<file path="config.mk">
export PLATFORM = sky130hd
export DESIGN_NAME = powlib_dpram_rdstream_flat
export DESIGN_NICKNAME = d
export VERILOG_FILES = /design/src/rtl/powlib_pkg.sv /design/src/rtl/powlib_dpram_rdstream_if.sv /design/src/rtl/powlib_rdstream_buf.sv /design/src/rtl/powlib_dpram_rdstream.sv /design/src/flat_wrapper.sv
export SDC_FILE = /design/constraint.sdc
export NUM_CORES = 1
export LEC_CHECK = 0
export CORE_UTILIZATION = 40
export DETAILED_ROUTE_END_ITERATION = 10
export PLACE_DENSITY = 0.65
export SYNTH_ARGS = -nofsm -noshare
export SYNTH_HDL_FRONTEND = slang
export SYNTH_SLANG_ARGS = --single-unit
</file>
<file path="constraint.sdc">
create_clock -name clk -period 2.2 [get_ports clk]
set_input_delay 0.66 -clock clk [delete_from_list [all_inputs] [get_ports clk]]
set_output_delay 0.66 -clock clk [all_outputs]
set_load 0.01 [all_outputs]
</file>
<file path="src/rtl/powlib_pkg.sv">
// Shared types and helpers for the powlib read-stream initiator.
package powlib_pkg;

    typedef enum logic [1:0] {IDLE, RUN, DRAIN} state_t;

    function automatic int clog2(input int v);
        int r;
        r = 0;
        while ((1 << r) < v) r++;
        return r;
    endfunction

endpackage

</file>
<file path="src/rtl/powlib_dpram_rdstream_if.sv">
// Control, RAM read port and output stream of the read-stream initiator.
interface powlib_dpram_rdstream_if #(
    parameter int W  = 32,
    parameter int AW = 2
);
    logic          start;
    logic [AW-1:0] base;
    logic [AW:0]   len;
    logic          busy;
    logic          done;
    logic [AW-1:0] rdaddr;
    logic          rdvld;
    logic [W-1:0]  rddata;
    logic [W-1:0]  out_data;
    logic          out_vld;
    logic          out_rdy;

    // master is the surrounding system, slave is the initiator itself
    modport master (
        output start, base, len, rddata, out_rdy,
        input  busy, done, rdaddr, rdvld, out_data, out_vld
    );
    modport slave (
        input  start, base, len, rddata, out_rdy,
        output busy, done, rdaddr, rdvld, out_data, out_vld
    );
endinterface

</file>
<file path="src/rtl/powlib_rdstream_buf.sv">
// Small synchronous FIFO holding returned RAM words until the stream accepts them.
module powlib_rdstream_buf
    import powlib_pkg::*;
#(
    parameter int W     = 32,
    parameter int DEPTH = 2,
    parameter int CW    = clog2(DEPTH + 1)
) (
    input  logic          clk,
    input  logic          rst_n,
    input  logic          push,
    input  logic [W-1:0]  wdata,
    input  logic          pop,
    output logic [W-1:0]  rdata,
    output logic          empty,
    output logic [CW-1:0] count
);
    localparam int PW = (DEPTH > 1) ? clog2(DEPTH) : 1;
    localparam logic [PW-1:0] PLAST = PW'(DEPTH - 1);

    logic [DEPTH-1:0][W-1:0] mem;
    logic [PW-1:0]           wptr, rptr;

    // depth need not be a power of two, so pointers wrap explicitly
    function automatic logic [PW-1:0] nxt(input logic [PW-1:0] p);
        return (p == PLAST) ? '0 : p + 1'b1;
    endfunction

    always_ff @(posedge clk or negedge rst_n) begin
        if (!rst_n) begin
            mem   <= '0;
            wptr  <= '0;
            rptr  <= '0;
            count <= '0;
        end else begin
            if (push) begin
                mem[wptr] <= wdata;
                wptr      <= nxt(wptr);
            end
            if (pop) rptr <= nxt(rptr);
            case ({push, pop})
                2'b10:   count <= count + 1'b1;
                2'b01:   count <= count - 1'b1;
                default: ;
            endcase
        end
    end

    assign rdata = mem[rptr];
    assign empty = (count == '0);

endmodule

</file>
<file path="src/rtl/powlib_dpram_rdstream.sv">
// Streams a burst of sequential RAM words out as valid/ready data with credit-based flow control.
module powlib_dpram_rdstream
    import powlib_pkg::*;
#(
    parameter int W  = 32,
    parameter int D  = 4,
    parameter int AW = clog2(D),
    parameter int RL = 1
) (
    input  logic                     clk,
    input  logic                     rst_n,
    powlib_dpram_rdstream_if.slave   bus
);
    localparam int DEPTH = RL + 1;
    localparam int CW    = clog2(DEPTH + 1);
    localparam logic [CW:0]   CREDITS = (CW + 1)'(DEPTH);
    localparam logic [AW-1:0] LAST    = AW'(D - 1);
    localparam logic [AW:0]   ONE     = 1;

    state_t          state, state_nxt;
    logic [AW-1:0]   addr;
    logic [AW:0]     iss_cnt, dlv_cnt;
    logic            done_q, done_nxt;
    logic [RL-1:0]   vld_pipe;
    logic [CW-1:0]   outst, occ;
    logic            empty, pop, credit, rdvld, accept;
    logic [W-1:0]    head;

    always_comb begin
        outst = '0;
        for (int i = 0; i < RL; i++) outst = outst + CW'(vld_pipe[i]);
    end

    // words in flight plus buffered, after this cycle's pop, must leave room for one more
    assign pop    = !empty && bus.out_rdy;
    assign credit = ({1'b0, outst} + {1'b0, occ}) < (CREDITS + {{CW{1'b0}}, pop});
    assign accept = (state == IDLE) && bus.start && (bus.len != '0);

    always_comb begin
        state_nxt = state;
        done_nxt  = 1'b0;
        rdvld     = 1'b0;
        case (state)
            IDLE: begin
                if (bus.start) begin
                    if (bus.len == '0) done_nxt  = 1'b1;
                    else               state_nxt = RUN;
                end
            end
            RUN: begin
                rdvld = credit;
                if (credit && iss_cnt == ONE) state_nxt = DRAIN;
            end
            DRAIN: begin
                if (pop && dlv_cnt == ONE) begin
                    state_nxt = IDLE;
                    done_nxt  = 1'b1;
                end
            end
            default: state_nxt = IDLE;
        endcase
    end

    always_ff @(posedge clk or negedge rst_n) begin
        if (!rst_n) begin
            state  <= IDLE;
            done_q <= 1'b0;
        end else begin
            state  <= state_nxt;
            done_q <= done_nxt;
        end
    end

    always_ff @(posedge clk or negedge rst_n) begin
        if (!rst_n) begin
            addr     <= '0;
            iss_cnt  <= '0;
            dlv_cnt  <= '0;
            vld_pipe <= '0;
        end else begin
            vld_pipe[0] <= rdvld;
            for (int i = 1; i < RL; i++) vld_pipe[i] <= vld_pipe[i-1];
            if (accept) begin
                addr    <= bus.base;
                iss_cnt <= bus.len;
                dlv_cnt <= bus.len;
            end else begin
                if (rdvld) begin
                    addr    <= (addr == LAST) ? '0 : addr + 1'b1;
                    iss_cnt <= iss_cnt - 1'b1;
                end
                if (pop) dlv_cnt <= dlv_cnt - 1'b1;
            end
        end
    end

    powlib_rdstream_buf #(
        .W     (W),
        .DEPTH (DEPTH),
        .CW    (CW)
    ) u_buf (
        .clk   (clk),
        .rst_n (rst_n),
        .push  (vld_pipe[RL-1]),
        .wdata (bus.rddata),
        .pop   (pop),
        .rdata (head),
        .empty (empty),
        .count (occ)
    );

    assign bus.busy     = (state != IDLE);
    assign bus.done     = done_q;
    assign bus.rdaddr   = addr;
    assign bus.rdvld    = rdvld;
    assign bus.out_vld  = !empty;
    assign bus.out_data = head;

endmodule
</file>
<file path="src/flat_wrapper.sv">
// flat-port wrapper written by rule: the top's interface ports become plain ports
module powlib_dpram_rdstream_flat import powlib_pkg::*;
#(
    parameter int W  = 32,
    parameter int D  = 4,
    parameter int AW = clog2(D),
    parameter int RL = 1
)
  (clk, rst_n, bus_start, bus_base, bus_len, bus_rddata, bus_out_rdy, bus_busy, bus_done, bus_rdaddr, bus_rdvld, bus_out_data, bus_out_vld);
  powlib_dpram_rdstream_if #(.W(W), .AW(AW)) bus_i ();
  input  logic clk;
  input  logic rst_n;
  input wire logic [$bits(bus_i.start)-1:0] bus_start;
  input wire logic [$bits(bus_i.base)-1:0] bus_base;
  input wire logic [$bits(bus_i.len)-1:0] bus_len;
  input wire logic [$bits(bus_i.rddata)-1:0] bus_rddata;
  input wire logic [$bits(bus_i.out_rdy)-1:0] bus_out_rdy;
  output wire logic [$bits(bus_i.busy)-1:0] bus_busy;
  output wire logic [$bits(bus_i.done)-1:0] bus_done;
  output wire logic [$bits(bus_i.rdaddr)-1:0] bus_rdaddr;
  output wire logic [$bits(bus_i.rdvld)-1:0] bus_rdvld;
  output wire logic [$bits(bus_i.out_data)-1:0] bus_out_data;
  output wire logic [$bits(bus_i.out_vld)-1:0] bus_out_vld;
  assign bus_i.start = bus_start;
  assign bus_i.base = bus_base;
  assign bus_i.len = bus_len;
  assign bus_i.rddata = bus_rddata;
  assign bus_i.out_rdy = bus_out_rdy;
  assign bus_busy = bus_i.busy;
  assign bus_done = bus_i.done;
  assign bus_rdaddr = bus_i.rdaddr;
  assign bus_rdvld = bus_i.rdvld;
  assign bus_out_data = bus_i.out_data;
  assign bus_out_vld = bus_i.out_vld;
  powlib_dpram_rdstream #(.W(W), .D(D), .AW(AW), .RL(RL)) u_core (.clk(clk), .rst_n(rst_n), .bus(bus_i));
endmodule
</file>
==> impl_metrics.env, run 1 <==
export IMPL_outcome="finished with violations"
export IMPL_violations="DRC, setup timing"
export IMPL_ys_warn_count=0
export IMPL_synth_cell_type_count=36
export IMPL_synth_xor_area_frac=0.0144
export IMPL_clockBufferDepth=2
export IMPL_root_buffer="clkbuf_8"
export IMPL_final_common_cell="mux2_2"
export IMPL_cts_hold_buf=0
export IMPL_drive_above_1_share=0.509
export IMPL_grt_ovfl_total=0
export IMPL_grt_max_degree=63
export IMPL_drc=12
export IMPL_antenna_found_initial=0
export IMPL_drt_pass1_iterations=7
export IMPL_crit_buf_inv=4
export IMPL_setup_viol=24
export IMPL_insertion_delay_ns=0.33
export IMPL_cp_required_ns=1.54
export IMPL_dr_first_iter_drc_count=38
export IMPL_worstPathArrival_ns=1.60
export IMPL_syn_area_um2=3660
export IMPL_crit_type="reg -> out"
export IMPL_initial_utilization=0.415
export IMPL_synth_seq_cells=80
export IMPL_cp_end_kind="output port"
export IMPL_placed_area_um2=4690
export IMPL_r2r_end="u_core.u_buf.count[1]"
export IMPL_syn2layout_area_growth_pct=41.2
export IMPL_worst_pin_slew_ns=0.332
export IMPL_cpMostUsedCell="buf_12"
export IMPL_die_area_um2=9530
export IMPL_gp_congestion=0.741
export IMPL_cts_sinks=80
export IMPL_final_area_um2=5160
export IMPL_viasPerCell=4.91
export IMPL_topRoutingLayerUsed="met4"
export IMPL_whs_ns=0.188
export IMPL_met1Wirelength_um=3410
export IMPL_min_path_type="in -> async"
export IMPL_async_flop_share=1.00
export IMPL_die_y_um=97.6
export IMPL_maxCapViolCount=0
export IMPL_cts_inserted_buffers=9
export IMPL_ioPinCount=79
export IMPL_finalWorstSetupSlack_ns=-0.0583
export IMPL_reg2reg_slack_ns=0.54
export IMPL_drv_slew=0
export IMPL_drt_wl_total_um=7370
export IMPL_synthCells=258
export IMPL_wire_per_inst_um=15.3
export IMPL_dp_final_hpwl_um=4790
export IMPL_grt_pass1_wl_um=12300
export IMPL_ys_seq_area_frac=0.548
export IMPL_ir_drop_uv=722
export IMPL_pre_cts_ws_ns=-0.537
export IMPL_cts_tree="yes"
export IMPL_ys_flop_type="dfrtp_1"
export IMPL_synth_top_area_frac=0.548
export IMPL_powerDensity_nw_per_um2=1670
export IMPL_ant_nets=0
export IMPL_crit_fanout=8
export IMPL_core_area_um2=8810
export IMPL_fillers=747
export IMPL_setup_tns_ns=-0.705
export IMPL_synthAdderAreaFrac=0.0274
export IMPL_vias=2364
export IMPL_rows=34
export IMPL_synth_top_family_by_area="multiplexers"
export IMPL_reg2reg_from="u_core.u_buf.count[0]"
export IMPL_critPathSlowestCell="dfrtp_2"
export IMPL_h_tree_depth=3
export IMPL_rsz0062_at_grt="yes"
export IMPL_slew_headroom=0.779
export IMPL_worstSetupStartpointType="register"
export IMPL_crit_family="buffers and inverters"
export IMPL_grt_pass1_vias=2511
export IMPL_fin_worst_skew_ns=0.00889
export IMPL_synth_mux_area_frac=0.296
export IMPL_syn_nets=307
export IMPL_final_cell_mix="mux2_2, dfrtp_1, clkdlybuf4s50_1"
export IMPL_met2_length_um=3470
export IMPL_postSynthAreaPerCell_um2=14.2
export IMPL_synthSimpleGateAreaFrac=0.0493
export IMPL_p_leak_uw=0.00225
export IMPL_yosysTopAreaCell="dfrtp_1"
export IMPL_cp_cell_sequence="buf_12, buf_12, buf_16, mux2_4, buf_6"
export IMPL_die_x_um=97.6
export IMPL_synthTopCellsByArea="dfrtp_1, mux2_2, ha_1"
export IMPL_synth_edf_count=0
export IMPL_clk_pin_slew_ns=0.08
export IMPL_fmax_mhz=443
export IMPL_synth_compound_area_frac=0.0431
export IMPL_grtUsageTotal=0.164
export IMPL_wl_met3_um=433
export IMPL_num_antenna_cells=0
export IMPL_hold_viol_final=0
export IMPL_fin_nets=417
export IMPL_timing_final_crit_share=1.03
export IMPL_ff2ff_path_depth=7
export IMPL_port_buffers=78
export IMPL_slowest_delay_ns=0.45
export IMPL_min_period_ns=2.26
-- what timing repair did --
item                                    in CTS  in global routing
gates resized for setup                    147                 20
endpoints found under the setup margin      35                 22
cloned                                       2                  1
pin swaps                                    0                  2
setup buffers                                7                  3
-- where the power goes --
part,switching [µW],internal [µW]
clock,519,786
combinational,1790,2910
sequential,379,2240
total,2690,5940
-- per-stage QoR --
stage,util,instances,power [µW]
floorplan,-,258,5040
global placement,0.533,452,6790
detailed placement,0.533,452,6880
CTS,0.576,477,8470
global route,0.586,481,9210
finish,0.586,481,8630
-- metal layers --
metal  track usage  up-vias
li1              -     1139
met1         0.220     1166
met2         0.265       54
met3        0.0403        5
met4        0.0455        0
met5             0        -
-- synthesized netlist by cell type (2+ instances only) --
| master | number |
|---|---|
| buf_2 | 6 |
| mux2_2 | 94 |
| nor2_1 | 5 |
| o211ai_1 | 2 |
| a21oi_1 | 3 |
| ha_1 | 8 |
| a211oi_1 | 3 |
| o21ai_4 | 2 |
| dfrtp_1 | 80 |
| buf_4 | 3 |
| or2_2 | 2 |
| xor2_1 | 3 |
| inv_1 | 7 |
| nand2_1 | 9 |
| mux2_1 | 2 |
| nand2b_1 | 3 |
| o21ai_0 | 5 |
| xnor2_1 | 3 |
-- sequential cells by signal (all words and copies together) (netlist names) --
register / cells
u_core.state: 2
u_core.bus.done: 1
u_core.u_buf.mem: 64
u_core.dlv_cnt: 3
u_core.bus.rdaddr: 2
u_core.u_buf.count: 2
u_core.vld_pipe: 1
u_core.iss_cnt: 3
u_core.u_buf.wptr: 1
u_core.u_buf.rptr: 1
-- logic make-up after synthesis --
family,count (synthesis)
buffers and inverters,17
AO/OA/AOI/OAI,20
AND/OR/NAND/NOR,31
XOR/XNOR,6
flip-flops,80
adder cells (fa/ha/maj),8
multiplexers,96
-- final cells by class --
type                       instances  area, µm²  share of cell area
inverter                           7       26.3             0.00509
sequential                        80       2000               0.388
multi-input combinational        161       1610               0.311
clock inverter                     5        104              0.0201
timing repair buffer             109       1150               0.222
tap                              108        135              0.0262
clock buffer                      11        141              0.0274
-- how the worst max path moves through the flow --
stage	from	to	slack (ns)	cells after the start
3_3_place_gp	bus_out_rdy	bus_rdvld	-0.54	5
6_report	u_core.u_buf.rptr	bus_out_data[18]	-0.06	5
4_1_cts	u_core.u_buf.rptr	bus_out_data[10]	-0.08	5
5_1_grt	u_core.u_buf.rptr	bus_out_data[18]	-0.11	5
2_1_floorplan	u_core.u_buf.count[0]	bus_rdvld	0.18	4
3_5_place_dp	bus_out_rdy	bus_rdvld	-0.54	5
Power figures use the tool's default switching activity.
==> run 2: changes to the inputs <==
--- a/config.mk
+++ b/config.mk
@@ -8,6 +8,7 @@
 export CORE_UTILIZATION = 40
 export DETAILED_ROUTE_END_ITERATION = 10
 export PLACE_DENSITY = 0.65
+export RECOVER_POWER = 25
 export SYNTH_ARGS = -nofsm -noshare
 export SYNTH_HDL_FRONTEND = slang
 export SYNTH_SLANG_ARGS = --single-unit
==> constraint.sdc (replaced) <==
create_clock -name clk -period 2.29 [get_ports clk]
set_input_delay 0.687 -clock clk [delete_from_list [all_inputs] [get_ports clk]]
set_output_delay 0.687 -clock clk [all_outputs]
set_load 0.01 [all_outputs]
==> run 2 against run 1 <==
- the run ends with DRC, capacitance limit, slew limit left
- highest routed layer unchanged
- clock power down 13%
- sequential power down 5%
- critical path depth is the same
- core utilization fell by 3.1 points
- register-to-register slack better by 0.08 ns
- global-route usage up 0.66 points
- largest power group unchanged
==> impl_metrics.env, run 2 (synthesis gave the netlist of run 1 again) <==
export IMPL_outcome="finished with violations"
export IMPL_violations="DRC, capacitance limit, slew limit"
export IMPL_vias=2344
export IMPL_rsz0062_at_grt="no"
export IMPL_die_x_um=97.6
export IMPL_grt_pass1_vias=2600
export IMPL_worst_pin_slew_ns=1.75
export IMPL_gp_congestion=0.751
export IMPL_setup_viol=0
export IMPL_reg_largest_list="u_core.u_buf.mem x64, u_core.dlv_cnt x3, u_core.iss_cnt x3"
export IMPL_wire_per_inst_um=15.3
export IMPL_num_antenna_cells=0
export IMPL_cp_end_kind="output port"
export IMPL_cts_sinks=80
export IMPL_ioPinCount=79
export IMPL_timing_final_crit_share=0.963
export IMPL_drv_slew=32
export IMPL_regArea_um2=2000
export IMPL_port_buffers=78
export IMPL_largest_reg_flops=64
export IMPL_final_cell_mix="mux2_2, dfrtp_1, clkdlybuf4s50_1"
export IMPL_clk_pin_slew_ns=0.08
export IMPL_viasPerCell=4.96
export IMPL_finalWorstSetupSlack_ns=0.0843
export IMPL_min_path_type="reg -> reg"
export IMPL_antenna_found_initial=0
export IMPL_syn2layout_area_growth_pct=33.7
export IMPL_crit_type="reg -> out"
export IMPL_drc=12
export IMPL_grt_max_degree=37
export IMPL_final_common_cell="mux2_2"
export IMPL_root_buffer="clkbuf_8"
export IMPL_reg2reg_slack_ns=0.62
export IMPL_clockBufferDepth=2
export IMPL_grtUsageTotal=0.171
export IMPL_insertion_delay_ns=0.35
export IMPL_die_y_um=97.6
export IMPL_p_leak_uw=0.00212
export IMPL_maxCapViolCount=1
export IMPL_powerDensity_nw_per_um2=1540
export IMPL_drive_above_1_share=0.493
export IMPL_cp_startpoint="u_core.u_buf.count[0]"
export IMPL_multiInputGateArea_um2=1600
export IMPL_fin_nets=409
export IMPL_reg2reg_from="u_core.vld_pipe"
export IMPL_worstPathArrival_ns=1.52
export IMPL_fmax_mhz=453
export IMPL_cts_inserted_buffers=9
export IMPL_pre_cts_ws_ns=-0.493
export IMPL_grt_pass1_wl_um=12600
export IMPL_drt_wl_total_um=7230
export IMPL_ir_drop_uv=625
export IMPL_die_area_um2=9530
export IMPL_grt_ovfl_total=0
export IMPL_ant_nets=0
export IMPL_hold_viol_final=0
export IMPL_core_area_um2=8810
export IMPL_h_tree_depth=3
export IMPL_rows=34
export IMPL_r2r_end="u_core.u_buf.mem[13]"
export IMPL_cts_tree="yes"
export IMPL_cp_endpoint="bus_rdvld"
export IMPL_cp_required_ns=1.60
export IMPL_largest_register="u_core.u_buf.mem"
export IMPL_min_period_ns=2.21
export IMPL_fillers=757
export IMPL_initial_utilization=0.415
export IMPL_worstSetupStartpointType="register"
export IMPL_crit_fanout=2
export IMPL_dr_first_iter_drc_count=52
export IMPL_ff2ff_path_depth=5
export IMPL_drt_pass1_iterations=6
export IMPL_dp_final_hpwl_um=4840
export IMPL_slew_headroom=-0.166
export IMPL_fin_util=0.555
export IMPL_fin_worst_skew_ns=0.00705
-- run 2: critical path, stage by stage (launching register included) --
cell	delay [ns]
dfrtp_1	0.39
ha_2	0.20
ha_4	0.27
o21ai_4	0.05
and2_4	0.14
buf_2	0.13
-- run 2: metrics by stage --
stage / setup TNS (ns) / std cells / hold slack (ns) / power (µW) / area, µm²
2_1_floorplan: 0 / 258 / 0.391 / 4840 / 3660
3_3_place_gp: -0.502 / 451 / 0.472 / 6520 / 4700
3_5_place_dp: -0.493 / 451 / 0.481 / 6600 / 4700
4_1_cts: -0.0318 / 473 / 0.267 / 7820 / 5000
5_1_grt: 0 / 473 / 0.510 / 8110 / 4890
6_report: 0 / 473 / 0.499 / 7540 / 4890
-- run 2: layer usage --
layer,part of all wire,vias up,global-route usage,wire length [µm]
met5,0,-,0,0
met4,0.015,0,0.0629,108
met3,0.056,11,0.0460,406
met2,0.47,60,0.286,3430
met1,0.45,1145,0.211,3280
li1,-,1128,-,-
-- run 2: worst min path at each step --
| stage | endpoint | cells after the start | startpoint |
|---|---|---|---|
| 6_report | u_core.u_buf.mem[8] | 1 | u_core.u_buf.mem[8] |
| 5_1_grt | u_core.u_buf.mem[8] | 1 | u_core.u_buf.mem[8] |
| 4_1_cts | u_core.u_buf.mem[50] | 1 | rst_n |
| 3_5_place_dp | u_core.u_buf.mem[8] | 1 | u_core.u_buf.mem[8] |
| 3_3_place_gp | u_core.u_buf.mem[8] | 1 | u_core.u_buf.mem[8] |
| 2_1_floorplan | u_core.bus.done | 0 | rst_n |
-- run 2: power by group --
group          leakage [µW]  switching [µW]  total (µW)  internal (µW)
Clock              0.000106             502        1140            642
Sequential         0.000938             351        2500           2150
Combinational       0.00107            1620        3900           2280
Total               0.00212            2470        7540           5070
-- run 2: repair_timing --
action / 4_1_cts / 5_1_grt
pin swaps: 0 / 1
endpoints found under the setup margin: 35 / 33
hold buffers: 0 / 0
cloned: 2 / 0
setup buffers: 4 / 1
resized for setup: 110 / 24
-- run 2: final cells by class --
type | count | area share
clock buffer | 11 | 0.0289
tap | 108 | 0.0276
timing repair buffer | 101 | 0.184
sequential | 80 | 0.410
clock inverter | 5 | 0.0164
multi-input combinational | 161 | 0.328
inverter | 7 | 0.00538
==> run 3: changes to the inputs <==
--- a/config.mk
+++ b/config.mk
@@ -5,6 +5,7 @@
 export SDC_FILE = /design/constraint.sdc
 export NUM_CORES = 1
 export LEC_CHECK = 0
+export CAP_MARGIN = 20
 export CORE_UTILIZATION = 40
 export DETAILED_ROUTE_END_ITERATION = 10
 export PLACE_DENSITY = 0.65
==> results of run 3 <==
Final layout, timing and power as in run 2 (identical DEF).
